[config.mk]
export PLATFORM = sky130hd
export DESIGN_NAME = hazard_info_pipe
export DESIGN_NICKNAME = d
export VERILOG_FILES = /design/src/rtl/hazard_pkg.sv /design/src/rtl/hazard_stage_reg.sv /design/src/rtl/hazard_info_pipe.sv
export SDC_FILE = /design/constraint.sdc
export NUM_CORES = 1
export LEC_CHECK = 0
export ABC_CLOCK_PERIOD_IN_PS = 900
export BUFFER_PORTS_ARGS = -buffer_cell sky130_fd_sc_hd__buf_2
export CAP_MARGIN = 0
export CORE_MARGIN = 2
export CORE_UTILIZATION = 42
export CTS_CLUSTER_DIAMETER = 200
export DETAILED_ROUTE_END_ITERATION = 16
export GPL_ROUTABILITY_DRIVEN = 1
export PLACE_DENSITY = 0.77
export SLEW_MARGIN = 20
export SYNTH_ARGS = -nofsm -noshare
export SYNTH_HDL_FRONTEND = slang
export SYNTH_HIERARCHICAL = 1
export SYNTH_SLANG_ARGS = --single-unit
[constraint.sdc]
create_clock -name clk -period 0.9 [get_ports clk]
set_input_delay 0.225 -clock clk [delete_from_list [all_inputs] [get_ports clk]]
set_output_delay 0.225 -clock clk [all_outputs]
set_load 0.01 [all_outputs]
[src/rtl/hazard_pkg.sv]
// Shared types and constants for the hazard metadata pipeline.
// Holds the register/Tnew widths, the RegDataSrc encodings, the per-stage
// metadata structs, the bubble constants and the saturating Tnew decrement.
package hazard_pkg;

    localparam int TNEW_W = 2;
    localparam int REG_W  = 5;
    localparam int SRC_W  = 3;

    typedef enum logic [SRC_W-1:0] {
        ALUType = 3'd0,
        MemType = 3'd1,
        PC8Type = 3'd2
    } reg_data_src_e;

    // Metadata carried by every stage from E onward.
    typedef struct packed {
        logic [TNEW_W-1:0] tnew;
        logic [REG_W-1:0]  writeReg;
        logic [SRC_W-1:0]  regDataSrc;
    } stage_info_t;

    // E additionally keeps the source operand fields for forwarding decisions.
    typedef struct packed {
        logic [REG_W-1:0] rs;
        logic [REG_W-1:0] rt;
        stage_info_t      info;
    } e_info_t;

    localparam stage_info_t STAGE_BUBBLE = '{tnew: '0, writeReg: '0, regDataSrc: ALUType};
    localparam e_info_t     E_BUBBLE     = '{rs: '0, rt: '0, info: STAGE_BUBBLE};

    // Tnew counts down one per stage but never wraps below zero.
    function automatic logic [TNEW_W-1:0] satDec(input logic [TNEW_W-1:0] t);
        return (t == '0) ? '0 : t - TNEW_W'(1);
    endfunction

endpackage

[src/rtl/hazard_stage_reg.sv]
// One pipeline stage of hazard metadata (WriteReg, RegDataSrc, Tnew).
// Tnew is decremented with saturation as the entry is loaded; a bubble
// input replaces the whole entry with the all-zero bubble.
module hazard_stage_reg
    import hazard_pkg::*;
(
    input  logic        clk,
    input  logic        reset_n,
    input  logic        bubble_i,
    input  stage_info_t prev_i,
    output stage_info_t info_o
);

    stage_info_t info_d;
    stage_info_t info_q;

    // Next entry: previous stage's metadata aged by one cycle, or a bubble.
    always_comb begin
        info_d      = prev_i;
        info_d.tnew = satDec(prev_i.tnew);
        if (bubble_i) begin
            info_d = STAGE_BUBBLE;
        end
    end

    // Stage register, cleared to a bubble by the asynchronous reset.
    always_ff @(posedge clk or negedge reset_n) begin
        if (!reset_n) begin
            info_q <= STAGE_BUBBLE;
        end else begin
            info_q <= info_d;
        end
    end

    assign info_o = info_q;

endmodule

[src/rtl/hazard_info_pipe.sv]
// Hazard metadata pipeline: carries destination register, Tnew and result
// source from D through E, M and W alongside the datapath registers.
// Stall or FlushE inject a bubble into E; M and W always advance.
// Optional stall-cycle counter enabled by defining HAZARD_STALL_CNT_EN.
module hazard_info_pipe
    import hazard_pkg::*;
(
    input  logic              clk,
    input  logic              reset_n,
    input  logic              Stall,
    input  logic              FlushE,
    input  logic [TNEW_W-1:0] TnewD,
    input  logic [REG_W-1:0]  WriteRegD,
    input  logic [SRC_W-1:0]  RegDataSrcD,
    input  logic [REG_W-1:0]  Instr25_21D,
    input  logic [REG_W-1:0]  Instr20_16D,
    output logic [TNEW_W-1:0] TnewE,
    output logic [REG_W-1:0]  Instr25_21E,
    output logic [REG_W-1:0]  Instr20_16E,
    output logic [REG_W-1:0]  WriteRegE,
    output logic [SRC_W-1:0]  RegDataSrcE,
    output logic [TNEW_W-1:0] TnewM,
    output logic [REG_W-1:0]  WriteRegM,
    output logic [SRC_W-1:0]  RegDataSrcM,
    output logic [TNEW_W-1:0] TnewW,
    output logic [REG_W-1:0]  WriteRegW,
    output logic [31:0]       StallCount
);

    e_info_t     eInfo_d;
    e_info_t     eInfo_q;
    stage_info_t mInfo;
    stage_info_t wInfo;

    // E loader: bubble on stall/flush; an instruction with no destination
    // never produces a result, so its Tnew is forced to zero.
    always_comb begin
        eInfo_d = E_BUBBLE;
        if (!(Stall || FlushE)) begin
            eInfo_d.rs              = Instr25_21D;
            eInfo_d.rt              = Instr20_16D;
            eInfo_d.info.writeReg   = WriteRegD;
            eInfo_d.info.regDataSrc = RegDataSrcD;
            eInfo_d.info.tnew       = (WriteRegD == '0) ? '0 : TnewD;
        end
    end

    // E stage register.
    always_ff @(posedge clk or negedge reset_n) begin
        if (!reset_n) begin
            eInfo_q <= E_BUBBLE;
        end else begin
            eInfo_q <= eInfo_d;
        end
    end

    hazard_stage_reg u_stageM (
        .clk      (clk),
        .reset_n  (reset_n),
        .bubble_i (1'b0),
        .prev_i   (eInfo_q.info),
        .info_o   (mInfo)
    );

    hazard_stage_reg u_stageW (
        .clk      (clk),
        .reset_n  (reset_n),
        .bubble_i (1'b0),
        .prev_i   (mInfo),
        .info_o   (wInfo)
    );

    assign TnewE       = eInfo_q.info.tnew;
    assign Instr25_21E = eInfo_q.rs;
    assign Instr20_16E = eInfo_q.rt;
    assign WriteRegE   = eInfo_q.info.writeReg;
    assign RegDataSrcE = eInfo_q.info.regDataSrc;
    assign TnewM       = mInfo.tnew;
    assign WriteRegM   = mInfo.writeReg;
    assign RegDataSrcM = mInfo.regDataSrc;
    assign TnewW       = wInfo.tnew;
    assign WriteRegW   = wInfo.writeReg;

`ifdef HAZARD_STALL_CNT_EN
    logic [31:0] stallCount_q;

    // Count cycles sampled with Stall high, holding at the maximum value.
    always_ff @(posedge clk or negedge reset_n) begin
        if (!reset_n) begin
            stallCount_q <= '0;
        end else if (Stall && (stallCount_q != '1)) begin
            stallCount_q <= stallCount_q + 32'd1;
        end
    end

    assign StallCount = stallCount_q;
`else
    assign StallCount = '0;
`endif

endmodule
# Word-level counts from Yosys, hierarchy flattened
# Index checks and enable logic that the tools add are counted.
dict set report word_totals {
  ff_bits 37
  out_inout_bits 69
}
dict set report classes {
  n_reduce_logical 4
  mux 4
  addsub 2
}
# op count
set ops {}
lappend ops {{$mux W20} 1}
lappend ops {{$mux W2} 3}
lappend ops {{$logic_not A5 Y1} 1}
lappend ops {{$logic_not A2 Y1} 2}
lappend ops {{$sub A2 B1 Y2 const B} 2}
lappend ops {{$logic_or A1 B1 Y1} 1}

# Depth between registers and ports, before layout
dict set report logic_depth {
  depth_word 3
  ltp_mapped 3
}

# Hierarchy
# The synthesis kept the hierarchy.
# mod area_each_um2 cells_per_inst instances seq_area_each_um2
set modules_own_cells {}
lappend modules_own_cells {hazard_info_pipe 900.9 77 1 500.5}
lappend modules_own_cells {hazard_stage_reg 337.8 20 2 250.2}

# Worst setup path before layout
# Ideal clock, no wire load.
dict set report synth_path {
  path_type {input to register}
  startpoint {input WriteRegD[0]}
  endpoint {register eInfo_q (netlist bit TnewE[0])}
  t_required_ps 774
  n_path_buf 0
  arrival_time_ps 865
  cell_stages 2
  setup_time_ps 126
  path_slack_ps -92
  cell_sequence {or3_4 -> o311a_1}
}
# element line
set synth_rtl {}
lappend synth_rtl {{from (decl)} hazard_info_pipe.sv:13} ;# input logic [REG_W-1:0] WriteRegD,
lappend synth_rtl {{to (signal assigned)} hazard_info_pipe.sv:53} ;# eInfo_q <= eInfo_d;
lappend synth_rtl {{to (decl)} hazard_info_pipe.sv:31} ;# e_info_t eInfo_q;

# Final worst setup path
dict set report layout_path {
  startpoint {register u_stageM.info_q (netlist bit u_stageM/info_o[8])}
  endpoint {output TnewM[0]}
}
# element line
set layout_rtl {}
lappend layout_rtl {{from (decl)} hazard_stage_reg.sv:15} ;# stage_info_t info_q;
lappend layout_rtl {{from (signal assigned)} hazard_stage_reg.sv:31} ;# info_q <= info_d;
lappend layout_rtl {{to (decl)} hazard_info_pipe.sv:22} ;# output logic [TNEW_W-1:0] TnewM,
# No word-level cell between the ends.

==> results.md <==
Clock tree:
- In this run the clock root is driven by a sky130_fd_sc_hd__clkbuf_4.
- Clock tree synthesis found a total of 37 sinks.
- The clock transition at the register clock pins on the worst setup and hold paths after CTS is 0.10 ns.
- The deepest clock path buffer count is 2.
- In this run the number of H-tree levels came out at 2.
- Counting the buffers created by CTS gives 5.
- TritonCTS built the clock tree.
- The clock reaches the later pin of the worst-skew pair after 0.32 ns.

Setup path:
- STA classifies the critical path startpoint as a flop.
- The count of buffer and inverter cells on the critical path is 1.
- The kind of critical path is reg2out.
- The flop-to-flop setup slack is 0.07 ns.
- Data on the critical path is required at its endpoint by 0.67 ns.
- The worst setup path is captured at a primary output.
- The cell family contributing the most delay on the critical path is flip-flops.
- The largest fanout on the critical path is 3.
- In this run the critical register-to-register path is launched from TnewE[0].
- Data arrives at the worst endpoint at 0.86 ns.
- The end of the worst register-to-register path is u_stageM/info_o[8].
- Counting cells, the worst reg-to-reg path comes to 2.
- Walking the worst path, the cells encountered are buf_2.
- The largest individual stage delay along the critical path comes from the cell sky130_fd_sc_hd__dfrtp_1.
- The largest stage delay on the critical path is 0.40 ns.

Global route:
- Entering global routing, the biggest net connects 38 pins.
- The first-pass GRT wire length is 3530 um.
- The number of antenna violations at the first check in global routing is 0.
- The global-route usage over all layers is 0.120.
- The total overflow left after global routing is 0.
- The layer carrying the most global-route usage is met2.
- For this run, global-route usage on met3 was measured as 0.0482.
- In the global route stage, met1 resource usage came out at 0.119.
- The via count of the first global-routing pass is 832.
- In the global route stage, met2 resource usage came out at 0.213.

Final layout:
- The repair_antennas step left the layout with diodes totalling 0.
- The cell area after layout is 0.00189 mm^2.
- Compared with the post-synthesis result, the final layout area differs by 28.4%.
- The fraction of layout instances using a drive strength above 1 is 0.447.
- The post-route core utilization is 0.563.
- The finished layout holds 245 standard cells, fillers aside.
- The number of filler cells placed in the layout is 320.
- The net count of the finished layout is 223.

Routing:
- The final routed DRC violation total is 0.
- Once detail routing completed, the nets flagged for antenna violations numbered 0.
- After detailed routing, the average wire length per cell comes to 9.28 um.
- The average vias per placed instance is 3.75.
- Summed over all layers, the routed wires come to 2270 um.
- The routed layout has 919 vias.
- Before antenna repair, the detailed router went through 3 iterations.
- The violation count after the first detailed-routing iteration is 50.

Placement:
- The total placed cells including tap cells is 234.
- The number of port buffers is 60.
- The routability congestion estimate is 0.640.
- Summing all placed instances gives a cell area of 0.00180 mm^2.
- Once detailed placement completed, the half-perimeter wirelength came to 1820 um.

Worst hold path:
- The worst hold path belongs to the class in2reg.
- The end point of the most critical hold path is Instr20_16E[2].
- In this run the most critical hold path is launched from Instr20_16D[2].
- The worst hold path depth is 2.

Floorplan:
- The number of core rows is 21.
- The die is 63.3 um wide.
- The total I/O pin count is 93.
- The floorplan step defined a die boundary enclosing 0.00400 mm^2.
- The starting utilization of the core area is 0.439.
- The die is 63.3 um tall.
- The core area is 0.00336 mm^2.

Pwr:
- The worst vdd rail ir drop is 754 uV.
- For this design the static power due to leakage is 1.18 nW.
- The completed layout was analyzed and its total power is 2.87 mW.
- The power density normalized to cell area is 1510 mW/mm^2.

Logic synthesis:
- The number of warnings printed during yosys synthesis is 6.
- Synthesis produced a netlist whose cell count is 111.
- The mean post-synth cell area is 13.3 um^2.
- Summing every instance area after synthesis gives 0.00148 mm^2.

STA:
- Adding up every negative setup slack in the final design gives -5.75 ns.
- Dividing the final minimum period by the clock period gives 1.21.
- The final critical delay including setup and external delays is 1.09 ns.
- On the final layout, the worst clock skew is 0.00645 ns.
- The final count of hold timing violations was 0.
- Setup violations remaining at the end of the flow were counted as 37.
- Setup repair after global routing could not meet its margin everywhere.
- After layout, the worst setup slack is -0.188 ns.
- The maximum operating frequency is 919 MHz.
- The number of max-slew violations in the final report is 0.

Status:
- The flow ran to the end, but the final reports show violations.
- The checks that failed: negative setup slack.

Flow run:
- The tool flagged a number of max-cap violations equal to 0.
-- metrics by stage --
| step | worst slack (ns) | hold WS, ns |
|---|---|---|
| after floorplan | -0.0916 | -0.0706 |
| after global placement | -0.232 | 0.202 |
| after detailed placement | -0.236 | 0.202 |
| after CTS | -0.226 | 0.0807 |
| after global routing | -0.262 | 0.0868 |
| final | -0.188 | 0.101 |
-- worst max path at each step --
stage,start,endpoint,slack (ns),depth (start not counted)
6_report,u_stageM/info_o[8],TnewM[0],-0.19,1
5_1_grt,u_stageM/info_o[8],TnewM[0],-0.26,1
4_1_cts,u_stageM/info_o[8],TnewM[0],-0.23,1
3_5_place_dp,WriteRegD[0],TnewE[0],-0.24,3
3_3_place_gp,WriteRegD[0],TnewE[1],-0.23,3
2_1_floorplan,WriteRegD[0],TnewE[0],-0.09,2
-- where the power goes --
part	total [mW]	internal (mW)	switching, mW
Clock	0.832	0.369	0.463
Sequential	1.73	1.71	0.0173
Combinational	0.309	0.129	0.180
Total	2.87	2.21	0.660
-- sequential cells by signal, summed over array words and instances (netlist names) --
signal / flops
Instr20_16E: 5
Instr25_21E: 5
RegDataSrcE: 3
TnewE: 2
WriteRegE: 5
u_stageM/info_o: 10
u_stageW/info_o: 7
-- cell usage in the layout (no fill, tap or decap), types with 2 or more instances in the layout --
cell type                   n
sky130_fd_sc_hd__dfrtp_1   37
sky130_fd_sc_hd__conb_1    49
sky130_fd_sc_hd__and2_1    17
sky130_fd_sc_hd__buf_2     59
sky130_fd_sc_hd__and3b_2    2
sky130_fd_sc_hd__buf_4      5
sky130_fd_sc_hd__o311a_1    2
sky130_fd_sc_hd__and2b_2   13
sky130_fd_sc_hd__clkbuf_4   5
sky130_fd_sc_hd__nor3b_1    2
-- repair_timing --
action | in CTS | in global routing
resized for setup | 0 | 1
setup buffers | 3 | 0
endpoints found under the hold margin | 37 | 0
pin swaps | 0 | 0
endpoints found under the setup margin | 37 | 37
hold buffers | 1 | 0
-- area by class of cell --
class	count	area (um^2)	share of cell area
tap	46	57.6	0.0304
sequential	37	926	0.489
timing repair buffer	67	374	0.197
multi-input combinational	88	482	0.254
clock buffer	7	55.1	0.0291
-- routing by layer --
| layer | wire [um] | vias up |
|---|---|---|
| li1 | - | 436 |
| met5 | 0 | - |
| met4 | 6 | 0 |
| met3 | 244 | 2 |
| met1 | 765 | 427 |
| met2 | 1260 | 54 |
Power figures use the tool's default switching activity.
